<file path="src/rtl/p5_ctrl_pkg.sv">
// Shared types and encodings for the Simple RISC Machine control stage:
// FSM states, instruction classes, opcode fields, memory commands and
// writeback-source selects.
package p5_ctrl_pkg;

  // Opcode field values (IR[15:13])
  localparam logic [2:0] OPC_ALU  = 3'b101;
  localparam logic [2:0] OPC_MOV  = 3'b110;
  localparam logic [2:0] OPC_LDR  = 3'b011;
  localparam logic [2:0] OPC_STR  = 3'b100;
  localparam logic [2:0] OPC_HALT = 3'b111;

  // op field values (IR[12:11]) used to qualify the opcodes above
  localparam logic [1:0] OP_MOV_REG = 2'b00;
  localparam logic [1:0] OP_MOV_IMM = 2'b10;
  localparam logic [1:0] OP_ADD     = 2'b00;
  localparam logic [1:0] OP_CMP     = 2'b01;
  localparam logic [1:0] OP_AND     = 2'b10;
  localparam logic [1:0] OP_MVN     = 2'b11;
  localparam logic [1:0] OP_MEM     = 2'b00;

  // Memory command codes
  localparam logic [1:0] MEM_NONE  = 2'b00;
  localparam logic [1:0] MEM_READ  = 2'b01;
  localparam logic [1:0] MEM_WRITE = 2'b10;

  // Writeback source selects
  localparam logic [1:0] VSEL_C     = 2'b00;
  localparam logic [1:0] VSEL_IMM8  = 2'b01;
  localparam logic [1:0] VSEL_MDATA = 2'b10;
  localparam logic [1:0] VSEL_PC    = 2'b11;

  typedef enum logic [4:0] {
    S_RST,
    S_IF1,
    S_IF2,
    S_UPD_PC,
    S_DECODE,
    S_WR_IMM,
    S_GET_A,
    S_GET_B,
    S_ALU,
    S_WR_REG,
    S_ADDR,
    S_LD_DA,
    S_MEM_RD,
    S_MEM_WB,
    S_GET_D,
    S_PASS_D,
    S_MEM_WR,
    S_HALT
  } state_t;

  // Instruction classes: each one maps to a distinct post-decode sequence.
  // ADD and AND share IC_ALU2; HALT and every undefined encoding map to IC_HALT.
  typedef enum logic [2:0] {
    IC_MOV_IMM,
    IC_MOV_REG,
    IC_MVN,
    IC_ALU2,
    IC_CMP,
    IC_LDR,
    IC_STR,
    IC_HALT
  } iclass_t;

  function automatic iclass_t classify(input logic [2:0] opcode, input logic [1:0] op);
    iclass_t c;
    c = IC_HALT;
    if (opcode == OPC_MOV && op == OP_MOV_IMM)      c = IC_MOV_IMM;
    else if (opcode == OPC_MOV && op == OP_MOV_REG) c = IC_MOV_REG;
    else if (opcode == OPC_ALU && op == OP_MVN)     c = IC_MVN;
    else if (opcode == OPC_ALU && op == OP_ADD)     c = IC_ALU2;
    else if (opcode == OPC_ALU && op == OP_AND)     c = IC_ALU2;
    else if (opcode == OPC_ALU && op == OP_CMP)     c = IC_CMP;
    else if (opcode == OPC_LDR && op == OP_MEM)     c = IC_LDR;
    else if (opcode == OPC_STR && op == OP_MEM)     c = IC_STR;
    return c;
  endfunction

endpackage

</file>
<file path="src/rtl/p5_instr_decoder.sv">
// Combinational instruction decoder: splits the instruction register into
// its fields, sign-extends the immediates and classifies the instruction.
module p5_instr_decoder
  import p5_ctrl_pkg::*;
(
  input  logic [15:0] ir,
  output logic [2:0]  opcode,
  output logic [1:0]  op,
  output logic [2:0]  rn,
  output logic [2:0]  rd,
  output logic [1:0]  sh,
  output logic [2:0]  rm,
  output logic [15:0] sximm5,
  output logic [15:0] sximm8,
  output iclass_t     iclass
);

  assign opcode = ir[15:13];
  assign op     = ir[12:11];
  assign rn     = ir[10:8];
  assign rd     = ir[7:5];
  assign sh     = ir[4:3];
  assign rm     = ir[2:0];

  assign sximm5 = {{11{ir[4]}}, ir[4:0]};
  assign sximm8 = {{8{ir[7]}}, ir[7:0]};

  assign iclass = classify(opcode, op);

endmodule

</file>
<file path="src/rtl/p5_controller.sv">
// Control stage for the Simple RISC Machine datapath. Holds PC, IR and the
// data-address register and runs a Moore FSM that drives every datapath
// strobe/select and the memory command/address.
module p5_controller
  import p5_ctrl_pkg::*;
#(
  parameter int ADDR_W = 9
) (
  input  logic              clk,
  input  logic              rst_n,
  input  logic [15:0]       read_data,
  input  logic [15:0]       datapath_out,
  output logic [1:0]        mem_cmd,
  output logic [ADDR_W-1:0] mem_addr,
  output logic [2:0]        writenum,
  output logic [2:0]        readnum,
  output logic              write,
  output logic              loada,
  output logic              loadb,
  output logic              loadc,
  output logic              loads,
  output logic              asel,
  output logic              bsel,
  output logic [1:0]        vsel,
  output logic [1:0]        shift,
  output logic [1:0]        ALUop,
  output logic [15:0]       sximm5,
  output logic [15:0]       sximm8,
  output logic [15:0]       pc_out,
  output logic              halted
);

  state_t            state_reg, state_next;
  logic [ADDR_W-1:0] pc_reg;
  logic [15:0]       ir_reg;
  logic [ADDR_W-1:0] da_reg;

  // Internal controls for the local registers and the address mux
  logic addr_sel;
  logic load_ir;
  logic load_pc;
  logic load_da;

  logic [2:0] opcode;
  logic [1:0] op;
  logic [2:0] rn;
  logic [2:0] rd;
  logic [1:0] sh;
  logic [2:0] rm;
  iclass_t    iclass;

  p5_instr_decoder u_dec (
    .ir     (ir_reg),
    .opcode (opcode),
    .op     (op),
    .rn     (rn),
    .rd     (rd),
    .sh     (sh),
    .rm     (rm),
    .sximm5 (sximm5),
    .sximm8 (sximm8),
    .iclass (iclass)
  );

  // Only the low ADDR_W bits of the effective address reach memory.
  generate
    if (ADDR_W < 16) begin : g_unused_dp
      logic unused_dp_hi;
      assign unused_dp_hi = ^datapath_out[15:ADDR_W];
    end
  endgenerate

  assign mem_addr = addr_sel ? pc_reg : da_reg;
  assign pc_out   = 16'(pc_reg);

  // State register; reset aborts any instruction in flight immediately.
  always_ff @(posedge clk or negedge rst_n) begin
    if (!rst_n) state_reg <= S_RST;
    else        state_reg <= state_next;
  end

  // PC, IR and data-address registers, each loaded by its own strobe.
  always_ff @(posedge clk or negedge rst_n) begin
    if (!rst_n) begin
      pc_reg <= '0;
      ir_reg <= '0;
      da_reg <= '0;
    end else begin
      if (load_pc) pc_reg <= pc_reg + ADDR_W'(1);
      if (load_ir) ir_reg <= read_data;
      if (load_da) da_reg <= datapath_out[ADDR_W-1:0];
    end
  end

  // Next-state and Moore outputs; every output is idle unless its state drives it.
  always_comb begin
    state_next = state_reg;
    addr_sel   = 1'b0;
    load_ir    = 1'b0;
    load_pc    = 1'b0;
    load_da    = 1'b0;
    mem_cmd    = MEM_NONE;
    writenum   = 3'd0;
    readnum    = 3'd0;
    write      = 1'b0;
    loada      = 1'b0;
    loadb      = 1'b0;
    loadc      = 1'b0;
    loads      = 1'b0;
    asel       = 1'b0;
    bsel       = 1'b0;
    vsel       = VSEL_C;
    shift      = 2'b00;
    ALUop      = 2'b00;
    halted     = 1'b0;

    case (state_reg)
      S_RST: state_next = S_IF1;

      S_IF1: begin
        addr_sel   = 1'b1;
        mem_cmd    = MEM_READ;
        state_next = S_IF2;
      end

      // Read data for the IF1 address is valid now; capture it into IR.
      S_IF2: begin
        addr_sel   = 1'b1;
        mem_cmd    = MEM_READ;
        load_ir    = 1'b1;
        state_next = S_UPD_PC;
      end

      S_UPD_PC: begin
        load_pc    = 1'b1;
        state_next = S_DECODE;
      end

      S_DECODE: begin
        case (iclass)
          IC_MOV_IMM:                   state_next = S_WR_IMM;
          IC_MOV_REG, IC_MVN:           state_next = S_GET_B;
          IC_ALU2, IC_CMP, IC_LDR, IC_STR: state_next = S_GET_A;
          default:                      state_next = S_HALT;
        endcase
      end

      S_WR_IMM: begin
        write      = 1'b1;
        writenum   = rn;
        vsel       = VSEL_IMM8;
        state_next = S_IF1;
      end

      S_GET_A: begin
        readnum    = rn;
        loada      = 1'b1;
        state_next = (iclass == IC_LDR || iclass == IC_STR) ? S_ADDR : S_GET_B;
      end

      S_GET_B: begin
        readnum    = rm;
        loadb      = 1'b1;
        state_next = S_ALU;
      end

      // MOV/MVN ignore the A operand, so asel forces it to zero.
      S_ALU: begin
        shift = sh;
        asel  = (iclass == IC_MOV_REG || iclass == IC_MVN);
        ALUop = (opcode == OPC_ALU) ? op : 2'b00;
        if (iclass == IC_CMP) begin
          loads      = 1'b1;
          state_next = S_IF1;
        end else begin
          loadc      = 1'b1;
          state_next = S_WR_REG;
        end
      end

      S_WR_REG: begin
        write      = 1'b1;
        writenum   = rd;
        vsel       = VSEL_C;
        state_next = S_IF1;
      end

      // Effective address = Rn + sximm5; shift stays 00 as IR[4:3] is imm5 here.
      S_ADDR: begin
        bsel       = 1'b1;
        loadc      = 1'b1;
        state_next = S_LD_DA;
      end

      S_LD_DA: begin
        load_da    = 1'b1;
        state_next = (iclass == IC_LDR) ? S_MEM_RD : S_GET_D;
      end

      S_MEM_RD: begin
        mem_cmd    = MEM_READ;
        state_next = S_MEM_WB;
      end

      // Read is held so the synchronous RAM output stays valid for writeback.
      S_MEM_WB: begin
        mem_cmd    = MEM_READ;
        write      = 1'b1;
        writenum   = rd;
        vsel       = VSEL_MDATA;
        state_next = S_IF1;
      end

      S_GET_D: begin
        readnum    = rd;
        loadb      = 1'b1;
        state_next = S_PASS_D;
      end

      // Pass Rd through the ALU (0 + B) so it appears on datapath_out.
      S_PASS_D: begin
        asel       = 1'b1;
        loadc      = 1'b1;
        state_next = S_MEM_WR;
      end

      S_MEM_WR: begin
        mem_cmd    = MEM_WRITE;
        state_next = S_IF1;
      end

      S_HALT: begin
        halted     = 1'b1;
        state_next = S_HALT;
      end

      default: state_next = S_RST;
    endcase
  end

endmodule
</file>
<file path="config.mk">
export PLATFORM = sky130hd
export DESIGN_NAME = p5_controller
export DESIGN_NICKNAME = d
export VERILOG_FILES = /design/src/rtl/p5_ctrl_pkg.sv /design/src/rtl/p5_instr_decoder.sv /design/src/rtl/p5_controller.sv
export SDC_FILE = /design/constraint.sdc
export NUM_CORES = 1
export LEC_CHECK = 0
export CAP_MARGIN = 20
export CORE_MARGIN = 3
export CORE_UTILIZATION = 38
export CTS_BUF_LIST = sky130_fd_sc_hd__clkbuf_4
export CTS_CLUSTER_DIAMETER = 100
export CTS_CLUSTER_SIZE = 40
export DETAILED_ROUTE_END_ITERATION = 6
export PLACE_DENSITY = 0.83
export SYNTH_ARGS = -nofsm -noshare
export SYNTH_HDL_FRONTEND = slang
export SYNTH_SLANG_ARGS = --single-unit
</file>
<file path="constraint.sdc">
create_clock -name clk -period 1.7 [get_ports clk]
set_input_delay 0.255 -clock clk [delete_from_list [all_inputs] [get_ports clk]]
set_output_delay 0.255 -clock clk [all_outputs]
set_load 0.005 [all_outputs]
</file>
==> results.cfg <==
[synth]
synth_top_area_share_pct = 38.8
synth_top_family_by_area = simple AND/OR/NAND/NOR gates
synth.largest_area_cell = dfrtp_1
yosys.area_share.simple_pct = 19.6
synth-async-reset-ratio_pct = 100
synth_warnings = 0
synth.area.mux_share_pct = 15.7
synthAdderAreaFrac_pct = 0.498
ys_seq_elements = 39
avgSynthCellArea_sq_um = 9.86
synthTopCellsByArea = dfrtp_1 39%, mux2_2 16%, buf_4 12%
synth_area_sq_mm = 0.00251
synth_edf_count = 0
yosys_most_used_dff = dfrtp_1
ys_seq_area_share_pct = 38.8
synth_xor_area_share_pct = 2.79
synth_compound_area_share_pct = 8.71
synthDistinctLibCells = 47
synthCells = 255

[routing]
route.detailed.drc = 0
vias_per_cell = 5.04
first_pass_iters = 4
routedWlPerCell_um = 16.4
vias = 2333
wl_mm = 7.58
drt_iter0_markers = 66
drtAntennaViolNets = 0

[layout]
drive_above_1_share_pct = 49.2
design_area_sq_mm = 0.00407
nNetsFinal = 420
fillCellCount = 517
insertedDiodeCount = 0
area_delta_synth_final_pct = 61.9
largest_reg_flops = 16
layout_commonest_cell = clkdlybuf4s50_1
mostFrequentLayoutCells = 50 x clkdlybuf4s50_1, 47 x buf_4, 34 x mux2_2, 33 x dfrtp_1, 24 x buf_6
utilization_pct = 63.8
layout.cells.non_filler = 463

[cts]
cts.sinks = 39
h-tree-depth = 2
cts_root_buf = clkbuf_4
cts-buffers-inserted = 5
cts_tree = built
cts_buffer_depth = 2
clk_pin_slew_ns = 0.14
clock_latency_ns = 0.37

[timing]
period_minus_slack_ns = 2.14
fin_crit_sh_pct = 126
hold_viol_final = 0
finClkSkew_ns = 0.0167
slew_viol_final = 0
setup_viol = 32
rsz0062_at_grt = yes
totalNegativeSetupSlack_ns = -9.88
fmax_mhz = 468
hold_ws_ns = 0.325
fin_ws_ns = -0.438

[floorplanning]
die_w_um = 87.4
num_io_pins = 113
core.rowCount = 29
die_area_sq_mm = 0.00763
die_h_um = 87.4
initial_core_util_pct = 39.4
core_area_sq_mm = 0.00639

[min_path]
hold_class = input pin to asynchronous set/reset pin

[global_route]
grt_use_total_pct = 19.6
grt_pass1_wl_mm = 11.7
grt_overflow_total = 0
grt_pass1_vias = 2354
antenna_found_initial = 0
grt_max_degree = 18

[worst_setup_path]
required_ns = 1.44
end_kind = primary output
criticalPathCategory = flop to primary output
startpoint_type = flop
arrival_ns = 1.88
cp_max_fo = 5
regToRegSetupSlack_ns = -0.14

[placed_design]
io_buffers = 98
dpl.hpwl_mm = 5.33
gp_congestion = 0.905
placed_cell_area_sq_mm = 0.00360
place_ws_ns = -0.380
dpl.cell_count = 432

[job]
cap_violations = 0

[outcome]
violations = negative setup slack
status = finished, violations left

[pwr]
ir_drop_uv = 949
power_leakage_nw = 2.00
power.total_mw = 7.51
p_per_area_mw_per_mm2 = 1840
-- routing by layer --
layer  track usage, %  vias to the layer above  routed length [um]
met5                0                        -                   0
met4             4.46                        0                 145
met3             3.88                       14                 619
met2             35.6                      109                3860
met1             23.8                     1102                2950
li1                 -                     1108                   -
-- cell families (layout without fill, tap and decap cells) --
| logic type | count (synthesis) | in the layout |
|---|---|---|
| adder cells (fa/ha/maj) | 1 | 1 |
| buffers and inverters | 52 | 176 |
| flip-flops | 39 | 39 |
| XOR/XNOR | 8 | 8 |
| other | 1 | 7 |
| AND/OR/NAND/NOR | 87 | 88 |
| multiplexers | 35 | 35 |
| AO/OA/AOI/OAI | 32 | 32 |
-- worst max-delay path, cell delays in order (launching register included) --
cell and delay, ns:
dfrtp_1 0.45, or3b_4 0.42, nor3_4 0.16, buf_6 0.13
buf_6 0.09, and3_4 0.17, buf_6 0.09
-- repair_timing --
action | CTS | global route
endpoints found under the hold margin | 15 | 0
cloned | 0 | 1
hold buffers | 1 | 0
pin swaps | 17 | 13
setup buffers | 20 | 7
endpoints found under the setup margin | 69 | 68
resized for setup | 173 | 48
-- power by group --
group          switching, mW  leakage [nW]  internal (mW)
logic                   2.08          1.47           3.00
clock network          0.353        0.0452          0.310
registers              0.398         0.478           1.36
total                   2.84          2.00           4.67
-- cell usage after synthesis (2+ instances only) --
cell and number:
or2_2 4, nor3_4 2, and3_1 5, a22oi_1 5, o21ai_0 6, nand4_1 4, inv_1 5, nand2b_1 4
o32ai_1 3, xnor2_1 4, dfrtp_1 39, mux2_2 35, buf_2 5, nor2b_1 3, nor3_1 7, nand3_1 3
xor2_1 4, clkbuf_1 3, buf_4 39, and3b_1 2, nor2_1 20, nand2_1 18, a21oi_1 7, and2_1 5
-- worst paths after layout --
path                                          endpoint  cells past startpoint                   start
worst max-delay path                          ALUop[0]                      6  state_reg[3]$_DFF_PN0_
worst min-delay path             da_reg[7]$_DFFE_PN0P_                      2                   rst_n
worst max register to register  state_reg[1]$_DFF_PN0_                      9  state_reg[1]$_DFF_PN0_
worst min register to register   pc_reg[8]$_DFFE_PN0P_                      1   pc_reg[8]$_DFFE_PN0P_
max in group asynchronous       state_reg[0]$_DFF_PN0_                      3                   rst_n
min in group clk                 ir_reg[4]$_DFFE_PN0P_                      2            read_data[4]
-- layout make-up --
type	count	area (sq um)	share of cell area, %
multi-input cells	171	1400	34.5
clock inverters	3	43.8	1.08
repair buffers	163	1490	36.5
flip-flops and latches	39	983	24.2
well taps	77	96.3	2.37
inverters	5	18.8	0.461
clock buffers	5	37.5	0.922
(Power assumes the default switching activity.)
